### config.mk
export PLATFORM = sky130hd
export DESIGN_NAME = jtag_dmi_master
export DESIGN_NICKNAME = d
export VERILOG_FILES = /design/src/rtl/jtag_dmi_master.sv
export SDC_FILE = /design/constraint.sdc
export NUM_CORES = 1
export LEC_CHECK = 0
export ABC_AREA = 1
export BUFFER_PORTS_ARGS = -buffer_cell sky130_fd_sc_hd__buf_2
export CAP_MARGIN = 15
export CORE_AREA = 2 2 158 199
export DETAILED_ROUTE_END_ITERATION = 6
export DIE_AREA = 0 0 160 201
export GPL_TIMING_DRIVEN = 0
export SYNTH_ARGS = -nofsm -noshare
export SYNTH_HDL_FRONTEND = slang
export SYNTH_SLANG_ARGS = --single-unit
### constraint.sdc
create_clock -name clk_i -period 5.2 [get_ports clk_i]
set_input_delay 0.26 -clock clk_i [delete_from_list [all_inputs] [get_ports clk_i]]
set_output_delay 0.26 -clock clk_i [all_outputs]
set_load 0.02 [all_outputs]
### src/rtl/jtag_dmi_master.sv
// JTAG master that bit-bangs RISC-V DMI accesses: selects DMIACCESS once after
// reset, then runs a request scan and a result scan for every accepted request.
module jtag_dmi_master #(
  parameter int unsigned CLK_DIV   = 4,
  parameter int unsigned IDLE_TCKS = 8,
  parameter logic [4:0]  DMI_IR    = 5'h11,
  parameter int unsigned MAX_RETRY = 16
) (
  input  logic        clk_i,
  input  logic        rst_i,
  input  logic        req_valid_i,
  output logic        req_ready_o,
  input  logic [1:0]  req_op_i,
  input  logic [6:0]  req_addr_i,
  input  logic [31:0] req_data_i,
  output logic        rsp_valid_o,
  input  logic        rsp_ready_i,
  output logic [31:0] rsp_data_o,
  output logic [1:0]  rsp_op_o,
  output logic        tck_o,
  output logic        tms_o,
  output logic        tdi_o,
  output logic        trst_no,
  input  logic        tdo_i
);

  typedef enum logic [3:0] {
    TRST, TAP_RESET, IDLE, SEL_IR, SHIFT_IR, SEL_DR, SHIFT_DR, UPDATE, RTI_WAIT, RESP
  } state_t;

  localparam logic [7:0]  DIV_LAST    = 8'(CLK_DIV - 1);
  localparam logic [15:0] IDLE_LAST   = 16'(IDLE_TCKS - 1);
  localparam logic [4:0]  RETRY_LIMIT = 5'(MAX_RETRY);

  state_t       state, state_next;
  logic [15:0]  step, step_next;
  logic [40:0]  sr, sr_next;
  logic         scan_b, scan_b_next;
  logic [4:0]   retry, retry_next;
  logic [31:0]  rsp_data_next;
  logic [1:0]   rsp_op_next;
  logic [7:0]   div_cnt;
  logic         tck_q, tdo_q;
  logic [1:0]   op_q;
  logic [6:0]   addr_q;
  logic [31:0]  data_q;
  logic         run, fall, accept;

  assign run  = (state != IDLE) && (state != RESP);
  assign fall = run && (div_cnt == DIV_LAST) && tck_q;

  // TCK divider; tdo is sampled on the edge that raises TCK
  always_ff @(posedge clk_i or posedge rst_i) begin
    if (rst_i) begin
      div_cnt <= '0;
      tck_q   <= 1'b0;
      tdo_q   <= 1'b0;
    end else if (!run) begin
      div_cnt <= '0;
      tck_q   <= 1'b0;
    end else if (div_cnt == DIV_LAST) begin
      div_cnt <= '0;
      tck_q   <= ~tck_q;
      if (!tck_q) tdo_q <= tdi_sample(tdo_i);
    end else begin
      div_cnt <= div_cnt + 8'd1;
    end
  end

  function automatic logic tdi_sample(input logic b);
    return b;
  endfunction

  always_ff @(posedge clk_i or posedge rst_i) begin
    if (rst_i) begin
      state      <= TRST;
      step       <= '0;
      sr         <= '0;
      scan_b     <= 1'b0;
      retry      <= '0;
      rsp_data_o <= '0;
      rsp_op_o   <= '0;
      op_q       <= '0;
      addr_q     <= '0;
      data_q     <= '0;
    end else begin
      state      <= state_next;
      step       <= step_next;
      sr         <= sr_next;
      scan_b     <= scan_b_next;
      retry      <= retry_next;
      rsp_data_o <= rsp_data_next;
      rsp_op_o   <= rsp_op_next;
      if (accept) begin
        op_q   <= req_op_i;
        addr_q <= req_addr_i;
        data_q <= req_data_i;
      end
    end
  end

  // Sequencing advances only on TCK falling edges, so TMS/TDI settle while TCK is low
  always_comb begin
    state_next    = state;
    step_next     = step;
    sr_next       = sr;
    scan_b_next   = scan_b;
    retry_next    = retry;
    rsp_data_next = rsp_data_o;
    rsp_op_next   = rsp_op_o;
    accept        = 1'b0;
    case (state)
      IDLE: begin
        if (req_valid_i) begin
          accept = 1'b1;
          if (req_op_i == 2'd3) begin
            rsp_op_next   = 2'd2;
            rsp_data_next = '0;
            state_next    = RESP;
          end else begin
            state_next  = SEL_DR;
            step_next   = '0;
            scan_b_next = 1'b0;
            retry_next  = '0;
          end
        end
      end
      RESP: if (rsp_ready_i) state_next = IDLE;
      default: begin
        if (fall) begin
          step_next = step + 16'd1;
          case (state)
            TRST:      if (step == 16'd3) begin state_next = TAP_RESET; step_next = '0; end
            TAP_RESET: if (step == 16'd5) begin state_next = SEL_IR; step_next = '0; end
            SEL_IR: begin
              if (step == 16'd3) begin
                state_next = SHIFT_IR;
                step_next  = '0;
                sr_next    = {36'd0, DMI_IR};
              end
            end
            SHIFT_IR: begin
              sr_next = {1'b0, sr[40:1]};
              if (step == 16'd6) state_next = IDLE;
            end
            SEL_DR: begin
              if (step == 16'd2) begin
                state_next = SHIFT_DR;
                step_next  = '0;
                sr_next    = scan_b ? {addr_q, 32'h0, 2'd0} : {addr_q, data_q, op_q};
              end
            end
            SHIFT_DR: begin
              sr_next = {tdo_q, sr[40:1]};
              if (step == 16'd40) begin state_next = UPDATE; step_next = '0; end
            end
            UPDATE: if (step == 16'd1) begin state_next = RTI_WAIT; step_next = '0; end
            RTI_WAIT: begin
              if (step == IDLE_LAST) begin
                step_next = '0;
                if (!scan_b) begin
                  scan_b_next = 1'b1;
                  state_next  = SEL_DR;
                end else if (sr[1:0] == 2'd3) begin
                  // busy: MAX_RETRY repeats of the result scan are allowed before giving up
                  if (retry >= RETRY_LIMIT) begin
                    rsp_op_next   = 2'd3;
                    rsp_data_next = sr[33:2];
                    state_next    = RESP;
                  end else begin
                    retry_next = (retry == 5'h1f) ? retry : retry + 5'd1;
                    state_next = SEL_DR;
                  end
                end else begin
                  rsp_op_next   = (sr[1:0] == 2'd0) ? 2'd0 : 2'd2;
                  rsp_data_next = sr[33:2];
                  state_next    = RESP;
                end
              end
            end
            default: ;
          endcase
        end
      end
    endcase
  end

  always_comb begin
    tms_o = 1'b0;
    case (state)
      TRST:      tms_o = 1'b1;
      TAP_RESET: tms_o = (step < 16'd5);
      SEL_IR:    tms_o = (step < 16'd2);
      SHIFT_IR:  tms_o = (step == 16'd4) || (step == 16'd5);
      SEL_DR:    tms_o = (step == 16'd0);
      SHIFT_DR:  tms_o = (step == 16'd40);
      UPDATE:    tms_o = (step == 16'd0);
      default:   tms_o = 1'b0;
    endcase
  end

  assign tck_o       = tck_q;
  assign tdi_o       = ((state == SHIFT_IR) || (state == SHIFT_DR)) ? sr[0] : 1'b0;
  assign trst_no     = (state != TRST);
  assign req_ready_o = (state == IDLE);
  assign rsp_valid_o = (state == RESP);

endmodule

======== Word level (Yosys, flattened, before mapping) ========
Index checks and enable logic that the tools add are counted.
operators by class
  muxes and demuxes ....................... 75
  order comparisons ....................... 3
  bitwise operators ....................... 3
  equal/unequal tests ..................... 41
  reduce and logical (&&, ||, !) cells .... 27
  add/subtract/negate cells ............... 3
operators with widths
  kind                     number
  $mux W32                 8
  $pmux W41 S4             1
  $mux W16                 9
  $pmux W16 S6             1
  $mux W41                 2
  $eq A16 B3 Y1 const B    4
  $pmux W32 S2             1
  $mux W4                  15
  $mux W5                  9
  $ne A4 B4 Y1 const B     9
  $mux W34                 1
  $eq A16 B2 Y1 const B    2
  $pmux W16 S2             1
  $pmux W4 S8              1
  $mux W2                  9
  $add A16 B1 Y16 const B  1
  $eq A16 B1 Y1 const B    1
  $eq A16 B6 Y1 const B    1
  $eq A4 B3 Y1 const B     4
  $logic_not A16 Y1        1
  $lt A16 B2 Y1 const B    1
  $lt A16 B3 Y1 const B    1
  $mux W8                  2
  $ne A2 B2 Y1 const B     6
  other kinds (35)         61
storage, ports and cells
  output and inout port bits .............. 40
  flip-flop bits (word level) ............. 152

======== Longest topological paths before layout ========
  depth in word-level cells ............... 9
  depth in mapped cells ................... 12

======== Worst setup path after synthesis ========
OpenSTA, ideal clock, no wires.
  path type ............................... register -> register
  from .................................... register state[0]
  to ...................................... register rsp_data_o[10]
  library setup time ...................... 0.130 ns
  clock period less this slack ............ 1.771 ns
  path slack .............................. 3.429 ns
  cell stages (with the launch flop) ...... 12
  required time ........................... 5.070 ns
  arrival ................................. 1.641 ns
  cell sequence ........................... dfrtp_1 > inv_2 > nand2_2 > nor2_4 > buf_6 > nand2_2 > o21ai_1 > nand4_2 > buf_6 > buf_6 > nand2_1 > o21ai_1
between the ends
  word-level cells in the longest chain between the ends .. 6
RTL lines
  item                                                 line  source
  from (decl)                                          35    state_t state, state_next;
  from (signal assigned)                               87    state <= state_next;
  $ne A4 B2 Y1 / $ne A4 B4 Y1 (equally long branches)  49    assign run = (state != IDLE) && (state != RESP);
  $logic_and A1 B1 Y1                                  49
  $logic_and A1 B1 Y1 (2 in series)                    50    assign fall = run && (div_cnt == DIV_LAST) && tck_q;
  $reduce_bool A2 Y1 (no source line)                  --
  $reduce_and A8 Y1 (no source line)                   --
  to (signal assigned)                                 92    rsp_data_o <= rsp_data_next;
  to (decl)                                            18    output logic [31:0] rsp_data_o,
Several ways; a longest one is shown, not always the timed one.
A chain may end at the register's enable or synchronous reset.

======== Worst setup path after layout ========
  from .................................... register state[0]
  to ...................................... output port req_ready_o
between the ends
  word-level cells in the longest chain between the ends .. 1
RTL lines
  item          line  source
  $eq A4 B2 Y1  205   assign req_ready_o = (state == IDLE);
  to (decl)     12    output logic req_ready_o,
Every way passes these cells.

==> metrics.yaml <==
synth_cells: 978
hold_path_class: "in -> reg"
route.detailed.vias_per_inst: 4.40
arrival_ns: 2.21
seq_area_frac_synth_pct: 50.7
diodes: 0
tritoncts_num_sinks: 152
synth-edff-count: 0
synth_seq_cells: 152
drv.max_cap_violation_count: 0
ctsRootBufferMaster: "sky130_fd_sc_hd__clkbuf_16"
drive_gt1_share_pct: 14.3
io_pins: 86
final_hold_violation_count: 0
layout.filler_cells: 3405
area_growth_syn_to_layout_pct: 21.3
yosysTopAreaCellShare_pct: 50.7
power_density_nw_per_um2: 279
cp_max_fo: 10
post-synth-top-area-cell: "sky130_fd_sc_hd__dfrtp_1"
holdPathEnd: "data_q[24]"
hold-path-cell-count: 3
timing.max_slew.rel_slack_pct: 60.8
max-clock-path-buffers: 2
grt_pass1_vias: 6656
critical_path.reg2reg.startpoint: "div_cnt[0]"
synth-async-reset-ratio_pct: 100
fin_crit_sh_pct: 47.5
finish.instance_area_sq_um: 9100
synth.lib_cells_used.distinct: 35
ys.flop_type: "sky130_fd_sc_hd__dfrtp_1"
final_core_util_pct: 29.9
worstSetupEndpointType: "primary output"
max-vdd-ir-drop_mv: 0.196
worst_ep_required_time_ns: 4.94
critical_register_to_register_path_endpoint: "sr[30]"
postRouteAntennaNets: 0
dieArea_sq_um: 32200
detail_route.wl_per_cell_um: 13.6
routed_wl_um: 20400
post-cts-setup-buffers: 0
setup-violations-final: 0
critPathKind: "reg -> out"
grt_use_total_pct: 13.2
clkSlewWorstSetupHoldPaths_ns: 0.06
drv_slew: 0
placed_area_sq_um: 8470
fp.dieH_um: 201
total_congestion_overflow_after_global_routing: 0
worst_clock_skew_ns: 0.0117
dp_hpwl_um: 15100
insertion_delay_ns: 0.43
routabilityCongestion: 0.867
ys_top_cells_by_area: "sky130_fd_sc_hd__dfrtp_1 (51%), sky130_fd_sc_hd__nand2_1 (19%), sky130_fd_sc_hd__o21ai_0 (4.7%), sky130_fd_sc_hd__inv_1 (4.2%), sky130_fd_sc_hd__nand3_1 (4.0%)"
rows: 72
min_from: "req_data_i[24]"
initial_core_util_pct: 24.7
rsz0062_at_grt: "false"
cts.htree.levels: 4
cts_buf_count: 17
synthesis.nets: 1030
nets_final: 1136
period_needed_ns: 2.47
synth_area_per_cell_sq_um: 7.68
reg2reg_slack_ns: 2.88
drt-pass1-iter-count: 5
r2r_cells: 9
die_w_um: 160
timing_worst_slew_pin_value_ns: 0.588
achievable_frequency_mhz: 405
outcome: "complete, no violations"
synth_warn: 0
leakage_nw: 4.42
syn_area_sq_um: 7510
number_of_antenna_violations_at_the_first_check_in_global_routing: 0
placement.io_buffers: 85
start_kind: "register"
drtIter0Drc: 534
first_pass_grt_wire_length_um: 34000
design.core.area_sq_um: 30400
grt_max_degree: 93
routed-via-count: 6607
remaining_drc_errors: 0
cts_tree: "yes"
## cells by family (layout without fill, tap and decap cells)
kind of cell	Yosys count	in the layout	share of synthesized area [%]
adders and majority gates	6	6	1.00
AOI/OAI and AO/OA	134	134	9.52
buffers and inverters	132	250	7.25
xor gates and xnor gates	15	15	1.75
DFF	152	152	50.7
and+or+nand+nor	538	538	29.7
muxes	1	1	0.150
## routing by layer
layer  vias up  global-route usage [%]  wire length (um)
met5         -                       0                 0
met3        29                    2.23               746
met2       171                    22.3             10100
li1       3320                       -                 -
met1      3087                    16.6              9130
met4         0                    5.60               490
## cells in the final DEF (no fill, tap or decap), types with 2 or more instances in the layout
master and instances:
sky130_fd_sc_hd__dfrtp_1 152, sky130_fd_sc_hd__o31ai_1 5, sky130_fd_sc_hd__buf_6 4, sky130_fd_sc_hd__o21ai_2 5, sky130_fd_sc_hd__nor3_1 11, sky130_fd_sc_hd__inv_6 2
sky130_fd_sc_hd__buf_1 4, sky130_fd_sc_hd__and3_1 3, sky130_fd_sc_hd__clkinv_4 3, sky130_fd_sc_hd__nor2_2 3, sky130_fd_sc_hd__nor2_4 2, sky130_fd_sc_hd__a21oi_1 6
sky130_fd_sc_hd__clkbuf_16 17, sky130_fd_sc_hd__nand2_2 5, sky130_fd_sc_hd__nor2_1 54, sky130_fd_sc_hd__inv_1 82, sky130_fd_sc_hd__o21ai_1 43, sky130_fd_sc_hd__bufinv_16 4
sky130_fd_sc_hd__nand2_1 375, sky130_fd_sc_hd__nor3b_1 3, sky130_fd_sc_hd__nand3_1 60, sky130_fd_sc_hd__xor2_1 12, sky130_fd_sc_hd__clkbuf_1 25, sky130_fd_sc_hd__o21ai_0 71
sky130_fd_sc_hd__clkinv_2 2, sky130_fd_sc_hd__ha_1 6, sky130_fd_sc_hd__xnor2_1 3, sky130_fd_sc_hd__a221oi_1 2, sky130_fd_sc_hd__buf_2 96, sky130_fd_sc_hd__inv_2 5
sky130_fd_sc_hd__nand4_1 18
## worst max-delay path by stage
| stage | depth (start not counted) | to | from |
|---|---|---|---|
| 2_1_floorplan | 1 | addr_q[0] | rst_i |
| 3_3_place_gp | 2 | rsp_data_o[15] | rst_i |
| 3_5_place_dp | 9 | sr[30] | div_cnt[0] |
| 4_1_cts | 6 | req_ready_o | state[0] |
| 5_1_grt | 6 | req_ready_o | state[0] |
| 6_report | 6 | req_ready_o | state[0] |
## registers in the layout (all words and copies together), names as in the netlist, 4 cells and up
name        flops
div_cnt         8
retry           5
step           16
data_q         32
sr             41
rsp_data_o     32
addr_q          7
state           4
## repair_timing
action / CTS / global route
endpoints found under the hold margin: 60 / 0
hold buffers: 1 / 0
gates resized for setup: 0 / 0
setup endpoints to repair: 0 / 0
## synthesized netlist by cell type, types with 2 or more instances
cell,count
sky130_fd_sc_hd__ha_1,6
sky130_fd_sc_hd__inv_1,83
sky130_fd_sc_hd__o21ai_1,43
sky130_fd_sc_hd__a21oi_1,6
sky130_fd_sc_hd__clkbuf_1,23
sky130_fd_sc_hd__nand2_1,375
sky130_fd_sc_hd__nand2_2,5
sky130_fd_sc_hd__o21ai_0,71
sky130_fd_sc_hd__nand4_1,18
sky130_fd_sc_hd__nor3_1,11
sky130_fd_sc_hd__o21ai_2,5
sky130_fd_sc_hd__buf_6,4
sky130_fd_sc_hd__nor2_2,3
sky130_fd_sc_hd__xor2_1,12
sky130_fd_sc_hd__xnor2_1,3
sky130_fd_sc_hd__nor3b_1,3
sky130_fd_sc_hd__o31ai_1,5
sky130_fd_sc_hd__and3_1,3
sky130_fd_sc_hd__nand3_1,60
sky130_fd_sc_hd__buf_2,11
sky130_fd_sc_hd__dfrtp_1,152
sky130_fd_sc_hd__a221oi_1,2
sky130_fd_sc_hd__buf_1,4
sky130_fd_sc_hd__nor2_1,54
sky130_fd_sc_hd__inv_2,5
sky130_fd_sc_hd__nor2_4,2
## metrics by stage
stage / TNS (ns) / std cells / hold WS, ns / power, W / worst slack (ns)
2_1_floorplan: 0 / 978 / 0.370 / 0.00122 / 0.847
3_3_place_gp: -159.24 / 1470 / 0.456 / 0.00125 / -1.06
3_5_place_dp: 0 / 1471 / 0.367 / 0.00125 / 2.84
4_1_cts: 0 / 1503 / 0.00603 / 0.00257 / 2.69
5_1_grt: 0 / 1503 / 0.0164 / 0.00263 / 2.59
6_report: 0 / 1503 / 0.0210 / 0.00254 / 2.73
## critical path, cell delays in order, from the launching register on
cell	delay, ns
sky130_fd_sc_hd__dfrtp_1	0.43
sky130_fd_sc_hd__inv_2	0.20
sky130_fd_sc_hd__nand2_2	0.10
sky130_fd_sc_hd__nor2_4	0.16
sky130_fd_sc_hd__buf_6	0.17
sky130_fd_sc_hd__clkbuf_1	0.42
sky130_fd_sc_hd__buf_2	0.29
## report_power, final
part | total [W] | internal [W] | switching [W]
registers | 0.00118 | 0.00118 | 0.000000181
logic | 0.0000452 | 0.0000150 | 0.0000302
clock network | 0.00131 | 0.000815 | 0.000496
total | 0.00254 | 0.00201 | 0.000527
## final cells by class
cell class / count / area [sq um] / share of cell area, %
Sequential cell: 152 / 3800 / 41.8
Multi-Input combinational cell: 694 / 3160 / 34.7
Tap cell: 407 / 509 / 5.59
Timing Repair Buffer: 87 / 463 / 5.09
Clock buffer: 20 / 447 / 4.91
Inverter: 88 / 335 / 3.68
Buffer: 44 / 214 / 2.35
Clock inverter: 11 / 173 / 1.90
Note: power is estimated with default switching activity, not from simulation.
